`src/rtl/basilisk_mult_exponent.sv`:
```
// First stage of the basilisk FP multiply/MACC path: operand classification,
// product sign/exponent, hidden-bit mantissa expansion, registered with a skid buffer.
module basilisk_mult_exponent #(
  parameter int BIAS        = 127,
  parameter bit ENABLE_SKID = 1'b1
) (
  input  logic        clk,
  input  logic        rst,
  input  logic        in_valid,
  output logic        in_ready,
  input  logic        in_enable_macc,
  input  logic [2:0]  in_mode,
  input  logic [31:0] in_a,
  input  logic [31:0] in_b,
  input  logic [31:0] in_c,
  output logic        out_valid,
  input  logic        out_ready,
  output logic        out_enable_macc,
  output logic [2:0]  out_mode,
  output logic [31:0] out_c,
  output logic        out_sign,
  output logic [9:0]  out_exp,
  output logic [23:0] out_mant_a,
  output logic [23:0] out_mant_b,
  output logic        out_nan,
  output logic        out_inf,
  output logic        out_zero
);

  typedef struct packed {
    logic        enable_macc;
    logic [2:0]  mode;
    logic [31:0] c;
    logic        sign;
    logic [9:0]  exp;
    logic [23:0] mant_a;
    logic [23:0] mant_b;
    logic        nan;
    logic        inf;
    logic        zero;
  } payload_t;

  payload_t    in_pl;
  payload_t    out_q;
  payload_t    skid_q;
  logic        out_valid_q;
  logic        skid_full;
  logic        in_ready_q;
  logic        run_q;
  logic        in_fire;
  logic        out_load;

  logic [7:0]  exp_a, exp_b, e_eff_a, e_eff_b;
  logic [22:0] man_a, man_b;
  logic        nan_a, nan_b, inf_a, inf_b, zero_a, zero_b;
  logic        p_nan, p_inf;

  always_comb begin
    exp_a   = in_a[30:23];
    exp_b   = in_b[30:23];
    man_a   = in_a[22:0];
    man_b   = in_b[22:0];
    // Denormals use an effective exponent of 1 with no hidden bit.
    e_eff_a = (exp_a == 8'd0) ? 8'd1 : exp_a;
    e_eff_b = (exp_b == 8'd0) ? 8'd1 : exp_b;
    nan_a   = (exp_a == 8'hFF) && (man_a != '0);
    nan_b   = (exp_b == 8'hFF) && (man_b != '0);
    inf_a   = (exp_a == 8'hFF) && (man_a == '0);
    inf_b   = (exp_b == 8'hFF) && (man_b == '0);
    zero_a  = (exp_a == 8'd0) && (man_a == '0);
    zero_b  = (exp_b == 8'd0) && (man_b == '0);
    p_nan   = nan_a || nan_b || (inf_a && zero_b) || (zero_a && inf_b);
    p_inf   = (inf_a || inf_b) && !p_nan;

    in_pl             = '0;
    in_pl.enable_macc = in_enable_macc;
    in_pl.mode        = in_mode;
    in_pl.c           = in_c;
    in_pl.sign        = (in_a[31] ^ in_b[31]) && !p_nan;
    in_pl.exp         = {2'b00, e_eff_a} + {2'b00, e_eff_b} - 10'(BIAS);
    in_pl.mant_a      = {exp_a != 8'd0, man_a};
    in_pl.mant_b      = {exp_b != 8'd0, man_b};
    in_pl.nan         = p_nan;
    in_pl.inf         = p_inf;
    in_pl.zero        = (zero_a || zero_b) && !p_nan && !p_inf;
  end

  assign out_load = !out_valid_q || out_ready;
  assign in_ready = ENABLE_SKID ? in_ready_q : (run_q && out_load);
  assign in_fire  = in_valid && in_ready;

  always_ff @(posedge clk) begin
    if (rst) begin
      out_valid_q <= 1'b0;
      out_q       <= '0;
      skid_q      <= '0;
      skid_full   <= 1'b0;
      in_ready_q  <= 1'b0;
      run_q       <= 1'b0;
    end else begin
      run_q <= 1'b1;
      if (out_load) begin
        // Skid always empties here, so ready can reassert next cycle.
        in_ready_q <= 1'b1;
        if (skid_full) begin
          out_q       <= skid_q;
          out_valid_q <= 1'b1;
          skid_full   <= 1'b0;
        end else if (in_fire) begin
          out_q       <= in_pl;
          out_valid_q <= 1'b1;
        end else begin
          out_valid_q <= 1'b0;
        end
      end else begin
        in_ready_q <= !(skid_full || in_fire);
        if (in_fire) begin
          skid_q    <= in_pl;
          skid_full <= 1'b1;
        end
      end
    end
  end

  assign out_valid       = out_valid_q;
  assign out_enable_macc = out_q.enable_macc;
  assign out_mode        = out_q.mode;
  assign out_c           = out_q.c;
  assign out_sign        = out_q.sign;
  assign out_exp         = out_q.exp;
  assign out_mant_a      = out_q.mant_a;
  assign out_mant_b      = out_q.mant_b;
  assign out_nan         = out_q.nan;
  assign out_inf         = out_q.inf;
  assign out_zero        = out_q.zero;

endmodule

```
`config.mk`:
```
export PLATFORM = sky130hd
export DESIGN_NAME = basilisk_mult_exponent
export DESIGN_NICKNAME = d
export VERILOG_FILES = /design/src/rtl/basilisk_mult_exponent.sv
export SDC_FILE = /design/constraint.sdc
export NUM_CORES = 1
export LEC_CHECK = 0
export ABC_AREA = 1
export BUFFER_PORTS_ARGS = -buffer_cell sky130_fd_sc_hd__buf_4
export CORE_MARGIN = 1.5
export CORE_UTILIZATION = 55
export DETAILED_ROUTE_END_ITERATION = 10
export GPL_ROUTABILITY_DRIVEN = 0
export PLACE_DENSITY = 0.9
export SETUP_SLACK_MARGIN = 0.15
export SYNTH_ARGS = -nofsm -noshare
export SYNTH_HDL_FRONTEND = slang
export SYNTH_SLANG_ARGS = --single-unit
```
`constraint.sdc`:
```
create_clock -name clk -period 4.1 [get_ports clk]
set_clock_uncertainty 0.15 [all_clocks]
set_input_delay 0 -clock clk [delete_from_list [all_inputs] [get_ports clk]]
set_output_delay 0 -clock clk [all_outputs]
set_load 0.03 [all_outputs]
```
==> reports/summary.txt, run 1 <==
Maximum vdd drop - 0.415 mV
P&R area growth vs syn - 35.4%
DP Cell Count - 1,459
CTS resizes - 0
Synth top area share - 0.473
Layout net count - 1,506
Leading area contributor after synthesis - dfxtp_1
Worst Hold Path Cells - 5
Mapped Cells - 1,155
Finished Layout Cells - 1,587
Final core occ - 0.756
Die X - 127 um
Setup violators final - 0
Core area - 15,100 um^2
Pwr/cell area - 395 nW/um^2
Critical Path AT - 3870 ps
Remaining Overflow, GRT - 0
Die Y - 127 um
HPWL after detailed placement - 13,600 um
Routed vias/inst - 5.62
Fillcell total - 998
DRT Pass-1 Iters - 5
Antenna violations before repair - 2
TritonCTS clock tree - built
Number of max-cap violations - 0
Routed length per placed instance - 16.0 um
Gr usage total - 0.316
Worst Hold Class - input pin to flip-flop
P_leak - 5.23 nW
Largest net degree at the start of global routing - 136
Register bit count reported by yosys - 199
I/O pins - 204
Slew HR - 0.207
Worst-Skew Late Latency - 430 ps
Cell count of the worst reg-to-reg path - 9
First-pass GRT wire length - 41,400 um
Final WL - 25,500 um
DR iter-0 viols - 959
Total negative slack - 0 ps
WHS Endpoint - skid_q[52]
DRC viols - 0
Crit Path Max Fanout - 4
Initial Util - 0.559
Worst Hold Launch - in_b[24]
Final Max Tran Viols - 0
CP Capture Type - flip-flop
Via count - 8,922
Synth warn - 0
Final number of hold-violating endpoints - 0
Synth area leaders - dfxtp_1, nand2_1, nor2_1
Clk root buf - clkbuf_16
R2r startpoint - in_ready
Final ANT Viol Nets - 0
Seq/Total Area, Yosys - 0.473
Register area - 3990 um^2
Synth Flop Type - dfxtp_1
Clk buf depth - 2
H-tree Lvls - 4
Mapped cell area - 8430 um^2
Clock sinks - 199
R2r setup slk - 1610 ps
Asr flop ratio synth - 0
Vias in the first global route - 8,478
Area occupied by multi-input gates - 3900 um^2
Synth cell types - 30
Cell row count - 45
Mean area per synthesized cell - 7.30 um^2
Port Buffer Count - 203
Total power - 4.50 mW
Status - complete, no violations
Die ar. - 16,100 um^2
RSZ-0062 raised after global routing - no
Critical path class - input pin to flip-flop
Worst flop-to-flop path endpoint - out_mant_b[1]
TritonCTS Buffers - 17
Final worst path period share - 0.890
Worst setup SP type - input pin
Reg clk slew, reported paths - 70 ps
Post-synth EDFFs - 0
Fmax - 274 MHz
Syn Nets - 1,275
Tmin final - 3650 ps
Layout cells sized above 1 - 0.190
Worst-margin pin slew - 1190 ps
Worst EP required - 4330 ps
## per-layer routing
layer,part of all wire,GRT usage,up-vias,routed length [um]
li1,-,-,4293,-
met1,0.40,0.373,4104,10100
met2,0.48,0.539,438,12300
met3,0.083,0.0822,85,2110
met4,0.037,0.150,2,933
met5,0.00047,0,-,12
## state kept, by name, indices dropped and copies added, names as in the netlist
name             count
out_exp             10
skid_q              98
in_ready             1
skid_full            1
out_mant_a          24
out_nan              1
out_enable_macc      1
out_c               32
out_valid            1
out_mant_b          24
out_inf              1
out_sign             1
out_zero             1
out_mode             3
## kinds of logic (layout without fill, tap and decap cells)
family,count (synthesis),count (layout),share of synthesized area
simple gates,487,487,0.229
compound gates,318,318,0.203
flops,199,199,0.473
buf+inv,130,373,0.0650
fa+ha+maj,16,16,0.0246
xor+xnor,5,5,0.00520
other cells,0,1,0
## through the flow
step	instance area [um^2]	setup WS, ps	hold WS, ps
floorplan	8430	2120	-15.1
global placement	9860	1720	85.4
detailed placement	9860	1660	91.9
CTS	11400	570	2.05
global route	11400	184	25.2
finish	11400	452	9.18
## layout make-up
| class | count | area share |
|---|---|---|
| inverter | 35 | 0.0121 |
| tap | 188 | 0.0206 |
| antenna | 1 | 0.000219 |
| multi-input combinational | 826 | 0.342 |
| sequential | 199 | 0.349 |
| clock inverter | 9 | 0.0101 |
| timing repair buffer | 307 | 0.224 |
| clock buffer | 22 | 0.0416 |
## critical path, cell delays in order
cell and delay [ps]:
dlygate4sd3_1 550, buf_4 150, nor2_1 70, dlygate4sd3_1 550, nand2_1 50, dlygate4sd3_1 560
nor2_1 300, nor2_1 80, ha_1 200, inv_1 50, ha_1 170, fa_1 230
nand3_1 100, nand2_1 130, nand2_1 60, nand2_1 60, a21oi_1 80, or2_1 230
nand3_1 80, o211ai_1 100, inv_1 90
## power by group
part | internal (mW) | switching [mW] | total (mW)
logic | 0.314 | 0.430 | 0.743
clock network | 0.952 | 0.737 | 1.69
registers | 2.02 | 0.0516 | 2.07
## Yosys cell counts (all sizes together), types with 10 or more instances
| cell type | n |
|---|---|
| dfxtp | 199 |
| nand4 | 10 |
| nand3 | 12 |
| inv | 35 |
| a21oi | 40 |
| nand2 | 231 |
| a31oi | 84 |
| buf | 37 |
| nor2 | 231 |
| o21ai | 190 |
| clkbuf | 58 |
| ha | 15 |
## worst max-delay path by stage
stage / start / endpoint / slack [ps] / cells after the start
after floorplan: in_b[26] / out_exp[9] / 2120 / 16
after global placement: in_a[30] / skid_q[58] / 1720 / 18
after detailed placement: in_ready / out_enable_macc / 1660 / 9
after CTS: in_b[23] / skid_q[58] / 570 / 21
after global routing: in_b[23] / skid_q[58] / 180 / 21
final: in_b[23] / skid_q[58] / 450 / 21
## repair_timing
item,CTS,global route
setup endpoints to repair,0,0
hold buffers,96,0
setup buffers,0,0
endpoints found under the hold margin,182,0
## layout by cell type, fill, tap and decap left out, drive strengths merged
| cell | netlist | routed |
|---|---|---|
| nand4 | 10 | 10 |
| o211ai | 2 | 2 |
| nor2 | 231 | 231 |
| nand3 | 12 | 12 |
| dlygate4sd3 | 0 | 96 |
| inv | 35 | 37 |
| nand2 | 231 | 231 |
| clkinvlp | 0 | 2 |
| xor2 | 5 | 5 |
| nor3 | 1 | 1 |
| a21oi | 40 | 40 |
| buf | 37 | 211 |
| a31oi | 84 | 84 |
| o21a | 1 | 1 |
| clkbuf | 58 | 22 |
| clkinv | 0 | 3 |
| bufinv | 0 | 2 |
| nand3b | 1 | 1 |
| or2 | 1 | 1 |
| dfxtp | 199 | 199 |
| diode | 0 | 1 |
| fa | 1 | 1 |
| ha | 15 | 15 |
| a21o | 1 | 1 |
| o21ai | 190 | 190 |
No activity file was read; power rests on OpenSTA's default activity.
==> inputs of run 2 (changes only) <==
ABC_AREA = default   (was 1)
HOLD_SLACK_MARGIN = 0.02   (was default)
==> run 2 against run 1 <==
- combinational power is 5.7% higher
- critical endpoint is now out_exp[7]
- fmax is 4.4% lower
- routed wire length is 3.1% higher
- flip-flop and latch count stayed put
- final cell count is 7.4% lower
- design area is 4.6% higher
==> reports/summary.txt, run 2 <==
Internal - 3.29 mW
Largest net degree at the start of global routing - 127
Antenna violations before repair - 1
P&R area growth vs syn - 40.8%
HPWL after detailed placement - 13,900 um
Asr flop ratio synth - 0
Synth top area share - 0.470
Final ANT Viol Nets - 0
DRT Pass-1 Iters - 5
Total negative slack - 0 ps
Largest reg by FF count - skid_q
Pre-CTS WS - 1070 ps
Layout net count - 1,388
I/O pins - 204
Final WL - 26,300 um
TritonCTS clock tree - built
Commonest non-fill, non-tap cell in the layout - buf_4
Synth cell types - 49
Syn Nets - 1,108
Synth warn - 0
Fmax - 262 MHz
Crit Path Max Fanout - 5
Cell row count - 45
Final worst path period share - 0.931
Die X - 127 um
Clk pwr share - 0.375
Register bit count reported by yosys - 199
Post-synth EDFFs - 0
DRC viols - 0
Postcts setup bufs - 0
P_leak - 4.60 nW
Mean area per synthesized cell - 8.58 um^2
Via count - 8,581
Most instantiated cells after synthesis - dfxtp_1, nand2_1, nor2_1
Critical Path AT - 4000 ps
Comb pwr share - 0.172
Tmin final - 3820 ps
Worst Hold Class - input pin to flip-flop
Final core occ - 0.788
Final number of hold-violating endpoints - 0
Reg clk slew, reported paths - 70 ps
Leading area contributor after synthesis - dfxtp_1
Worst EP required - 4280 ps
Slew HR - 0.312
Clk root buf - clkbuf_16
Mapped Cells - 988
Status - complete, no violations
Layout cells sized above 1 - 0.203
Die ar. - 16,200 um^2
Remaining Overflow, GRT - 0
Worst-Skew Late Latency - 430 ps
Worst setup margin - 283 ps
Total power - 4.56 mW
Fillcell total - 893
Pwr/cell area - 382 nW/um^2
Vias in the first global route - 8,454
Count leader, synth - dfxtp_1
CP Capture Type - flip-flop
Gr usage total - 0.324
Largest register FFs - 98
RSZ-0062 raised after global routing - no
Commonest non-fill, non-tap cells in the layout - buf_4, dfxtp_1, nand2_1, dlygate4sd3_1, nor2_1
Net Switching - 1.26 mW
Worst-margin pin slew - 1020 ps
H-tree Lvls - 4
Die Y - 127 um
Port Buffer Count - 203
Mapped cell area - 8470 um^2
Worst setup SP type - input pin
Synth area leaders - dfxtp_1, mux2i_1, nand2_1
Number of max-cap violations - 0
Seq/Total Area, Yosys - 0.470
Clk buf depth - 2
Clock sinks - 199
TritonCTS Buffers - 17
Setup violators final - 0
Sequential Power Share - 0.453
Routed vias/inst - 5.84
Final Max Tran Viols - 0
Synth Flop Type - dfxtp_1
Initial Util - 0.559
DR iter-0 viols - 647
Critical path class - input pin to flip-flop
Routed length per placed instance - 17.9 um
Core area - 15,100 um^2
First-pass GRT wire length - 41,700 um
Maximum vdd drop - 0.285 mV
Net Sw Frac - 0.277
run 2: changes by cell type after synthesis, sizes merged, moves of 65 or more:
| cell | previous run | this run |
|---|---|---|
| nor2 | 231 | 118 |
| a21oi | 40 | 105 |
| mux2i | 0 | 86 |
| o21ai | 190 | 11 |
| a31oi | 84 | 0 |
| a211oi | 0 | 93 |
run 2: metal layers:
metal / share of wire / GRT usage
met3: 0.064 / 0.0683
met4: 0.052 / 0.195
met2: 0.50 / 0.560
met5: 0 / 0
met1: 0.38 / 0.368
run 2: repair_timing:
action / CTS / global route
gates resized for setup: 0 / 0
hold buffers: 138 / 0
hold endpoints to repair: 183 / 0
run 2: worst paths after layout:
| kind | start | slack, ps | depth (start not counted) | to |
|---|---|---|---|---|
| hold reg to reg | out_exp[3] | 300 | 2 | out_exp[3] |
| hold / removal | in_a[23] | 50 | 5 | skid_q[1] |
| setup reg to reg | out_valid | 980 | 6 | skid_q[25] |
| setup / recovery | in_a[26] | 280 | 16 | out_exp[7] |
run 2: critical path: stages:
cell           delay (ps)
dlygate4sd3_1         560
buf_4                 150
or4_4                 460
dlygate4sd3_1         610
nor2_4                200
nor2_1                100
ha_1                  180
inv_1                  60
ha_1                  180
fa_1                  220
a21o_1                160
a21oi_2                70
nand2b_1              160
nor4b_1               150
or4_1                 480
a211oi_1              250
run 2: final cells by class:
type	count	area (um^2)	share of cell area
Antenna cell	1	2.50	0.000210
Multi-Input combinational cell	695	4110	0.344
Clock inverter	11	135	0.0113
Clock buffer	21	460	0.0386
Inverter	6	22.5	0.00189
Sequential cell	199	3990	0.334
Timing Repair Buffer	349	2980	0.250
Tap cell	188	235	0.0197
run 2: cell families after synthesis:
logic type,count (synthesis),synth area share
fa+ha+maj,16,0.0245
buf+inv,94,0.0474
xor+xnor,5,0.00517
compound gates,224,0.167
flops,199,0.470
mux,86,0.102
simple gates,364,0.185
run 2: power groups by stage:
stage	logic, mW	registers (mW)	clock network [mW]
finish	0.785	2.06	1.71
detailed placement	0.673	2.10	0
global placement	0.662	2.10	0
global route	0.836	2.07	1.80
floorplan	0.265	2.24	0
CTS	0.758	2.06	1.72
run 2: metrics by stage:
| stage | area [um^2] | hold slack, ps | std cells |
|---|---|---|---|
| after floorplan | 8470 | -16.4 | 988 |
| after global placement | 9950 | 110 | 1299 |
| after detailed placement | 9950 | 115 | 1299 |
| after CTS | 11900 | 20.3 | 1469 |
| after global routing | 11900 | 81.6 | 1470 |
| final | 11900 | 51.7 | 1470 |
==> inputs of run 3 (changes only) <==
CELL_PAD_IN_SITES_DETAIL_PLACEMENT = 1   (was default)
CELL_PAD_IN_SITES_GLOBAL_PLACEMENT = 1   (was default)
CORE_UTILIZATION = 43   (was 55)
PLACE_DENSITY = 0.94   (was 0.9)
==> run 3 against run 2 <==
- the run now ends with hold timing left
- combinational power grew 2%
- critical path type unchanged
- design area down 2.3%
- final cell count grew 2.4%
- critical path depth stayed put
- clock power up 8%
- sequential share of layout area rose by 0.79 points
- first-iteration DRC count decreased by 42%
==> reports/summary.txt, run 3 (synthesis gave the netlist of run 2 again) <==
Worst Hold Class - input pin to flip-flop
Crit-path slowest cell - dlygate4sd3_1
Die ar. - 20,600 um^2
Maximum vdd drop - 0.299 mV
Clk buf depth - 2
Area occupied by multi-input gates - 4110 um^2
Slew HR - 0.255
DRC viols - 0
Via count - 8,287
Antenna violations before repair - 1
Vias in the first global route - 8,743
TritonCTS Buffers - 17
Postcts setup bufs - 0
Final WL - 31,000 um
Final ANT Viol Nets - 0
Port Buffer Count - 203
Pre-CTS WS - 1140 ps
Net Sw Frac - 0.286
Cell family with most CP delay - simple AND/OR/NAND/NOR gates
Final hold slack - -24.7 ps
GR Util met1 - 0.341
Tmin final - 3670 ps
Cell row count - 51
Die Y - 143 um
DR iter-0 viols - 374
Grt met3 use - 0.0556
CP Capture Type - flip-flop
H-tree Lvls - 4
Register area - 3990 um^2
HPWL after detailed placement - 17,100 um
Crit Path Max Fanout - 5
P_leak - 4.35 nW
I/O pins - 204
Max incr delay on CP - 650 ps
Critical Path AT - 3870 ps
Commonest non-fill, non-tap cells in the layout - buf_4, dfxtp_1, nand2_1, nor2_1, a21oi_1
Comb pwr share - 0.171
Clk pwr share - 0.390
First-pass GRT wire length - 47,000 um
RSZ-0062 raised after global routing - no
Total negative slack - 0 ps
Fillcell total - 2,249
Core area - 19,400 um^2
Failing checks - hold timing
Cell Area, Placed - 10,100 um^2
TritonCTS clock tree - built
Routed vias/inst - 5.51
Reg clk slew, reported paths - 80 ps
Fmax - 272 MHz
Initial Util - 0.437
Final number of hold-violating endpoints - 2
Internal - 3.36 mW
DRT Pass-1 Iters - 5
Met2 usage - 0.539
Routed length per placed instance - 20.6 um
P&R area growth vs syn - 37.6%
Largest reg by FF count - skid_q
Worst EP required - 4290 ps
Net Switching - 1.34 mW
Critical path, cell by cell - dlygate4sd3_1 -> buf_4 -> or4_4 -> dlygate4sd3_1 -> nor2_4 -> nor2_1 -> ha_1 -> inv_1 -> ha_1 -> fa_1 -> a21o_1 -> a21oi_2 -> nand2b_1 -> nor4b_1 -> or4_1 -> a211oi_1
Layout net count - 1,346
Final worst path period share - 0.895
Gr busiest metal - met2
Commonest non-fill, non-tap cell in the layout - buf_4
Number of max-cap violations - 0
Gr usage total - 0.298
Worst setup SP type - input pin
Die X - 143 um
Critical path class - input pin to flip-flop
Sequential Power Share - 0.439
Setup violators final - 0
CTS resizes - 0
Worst-margin pin slew - 1120 ps
Largest net degree at the start of global routing - 137
Worst-Skew Late Latency - 430 ps
Clk root buf - clkbuf_16
Remaining Overflow, GRT - 0
Pwr/cell area - 404 nW/um^2
Layout cells sized above 1 - 0.212
Final instance area - 11,700 um^2
Status - finished with violations
Worst setup margin - 429 ps
Buf/Inv on CP - 4
Final Max Tran Viols - 0
Clock sinks - 199
Largest register FFs - 98
## run 3: through the flow
stage,util,power (mW),cells,hold WS [ps]
5_1_grt,0.601,4.87,1505,58.1
4_1_cts,0.601,4.69,1504,29.9
2_1_floorplan,-,2.50,988,-16.4
3_5_place_dp,0.519,2.81,1377,117
6_report,0.601,4.71,1505,-24.7
3_3_place_gp,0.519,2.78,1377,109
## run 3: final timing paths
kind                            cells past startpoint  slack [ps]           start        endpoint
worst max-delay path                               16         430        in_a[25]      out_exp[7]
worst min-delay path                                2         -20             rst      skid_q[11]
worst min register to register                      2         310  out_mant_b[23]  out_mant_b[23]
worst max register to register                      5        1570       out_valid      skid_q[13]
## run 3: cell type report
cell class	instances	share of cell area
Sequential cell	199	0.342
Antenna cell	1	0.000215
Multi-Input combinational cell	695	0.352
Tap cell	265	0.0284
Inverter	6	0.00193
Clock inverter	13	0.0157
Timing Repair Buffer	307	0.221
Clock buffer	19	0.0388
## run 3: power groups by stage
stage,logic [mW],registers [mW],clock network [mW]
2_1_floorplan,0.265,2.24,0
3_3_place_gp,0.678,2.10,0
3_5_place_dp,0.701,2.10,0
4_1_cts,0.782,2.06,1.85
5_1_grt,0.852,2.07,1.94
6_report,0.804,2.07,1.84
## run 3: what timing repair did
item,4_1_cts,5_1_grt
setup endpoints to repair,0,0
hold endpoints to repair,173,0
hold buffers,95,0
## run 3: per-layer routing
| layer | vias up | routed length, um |
|---|---|---|
| li1 | 3892 | - |
| met1 | 4047 | 12600 |
| met2 | 273 | 15900 |
| met3 | 75 | 1320 |
| met4 | 0 | 1130 |
| met5 | - | 0 |
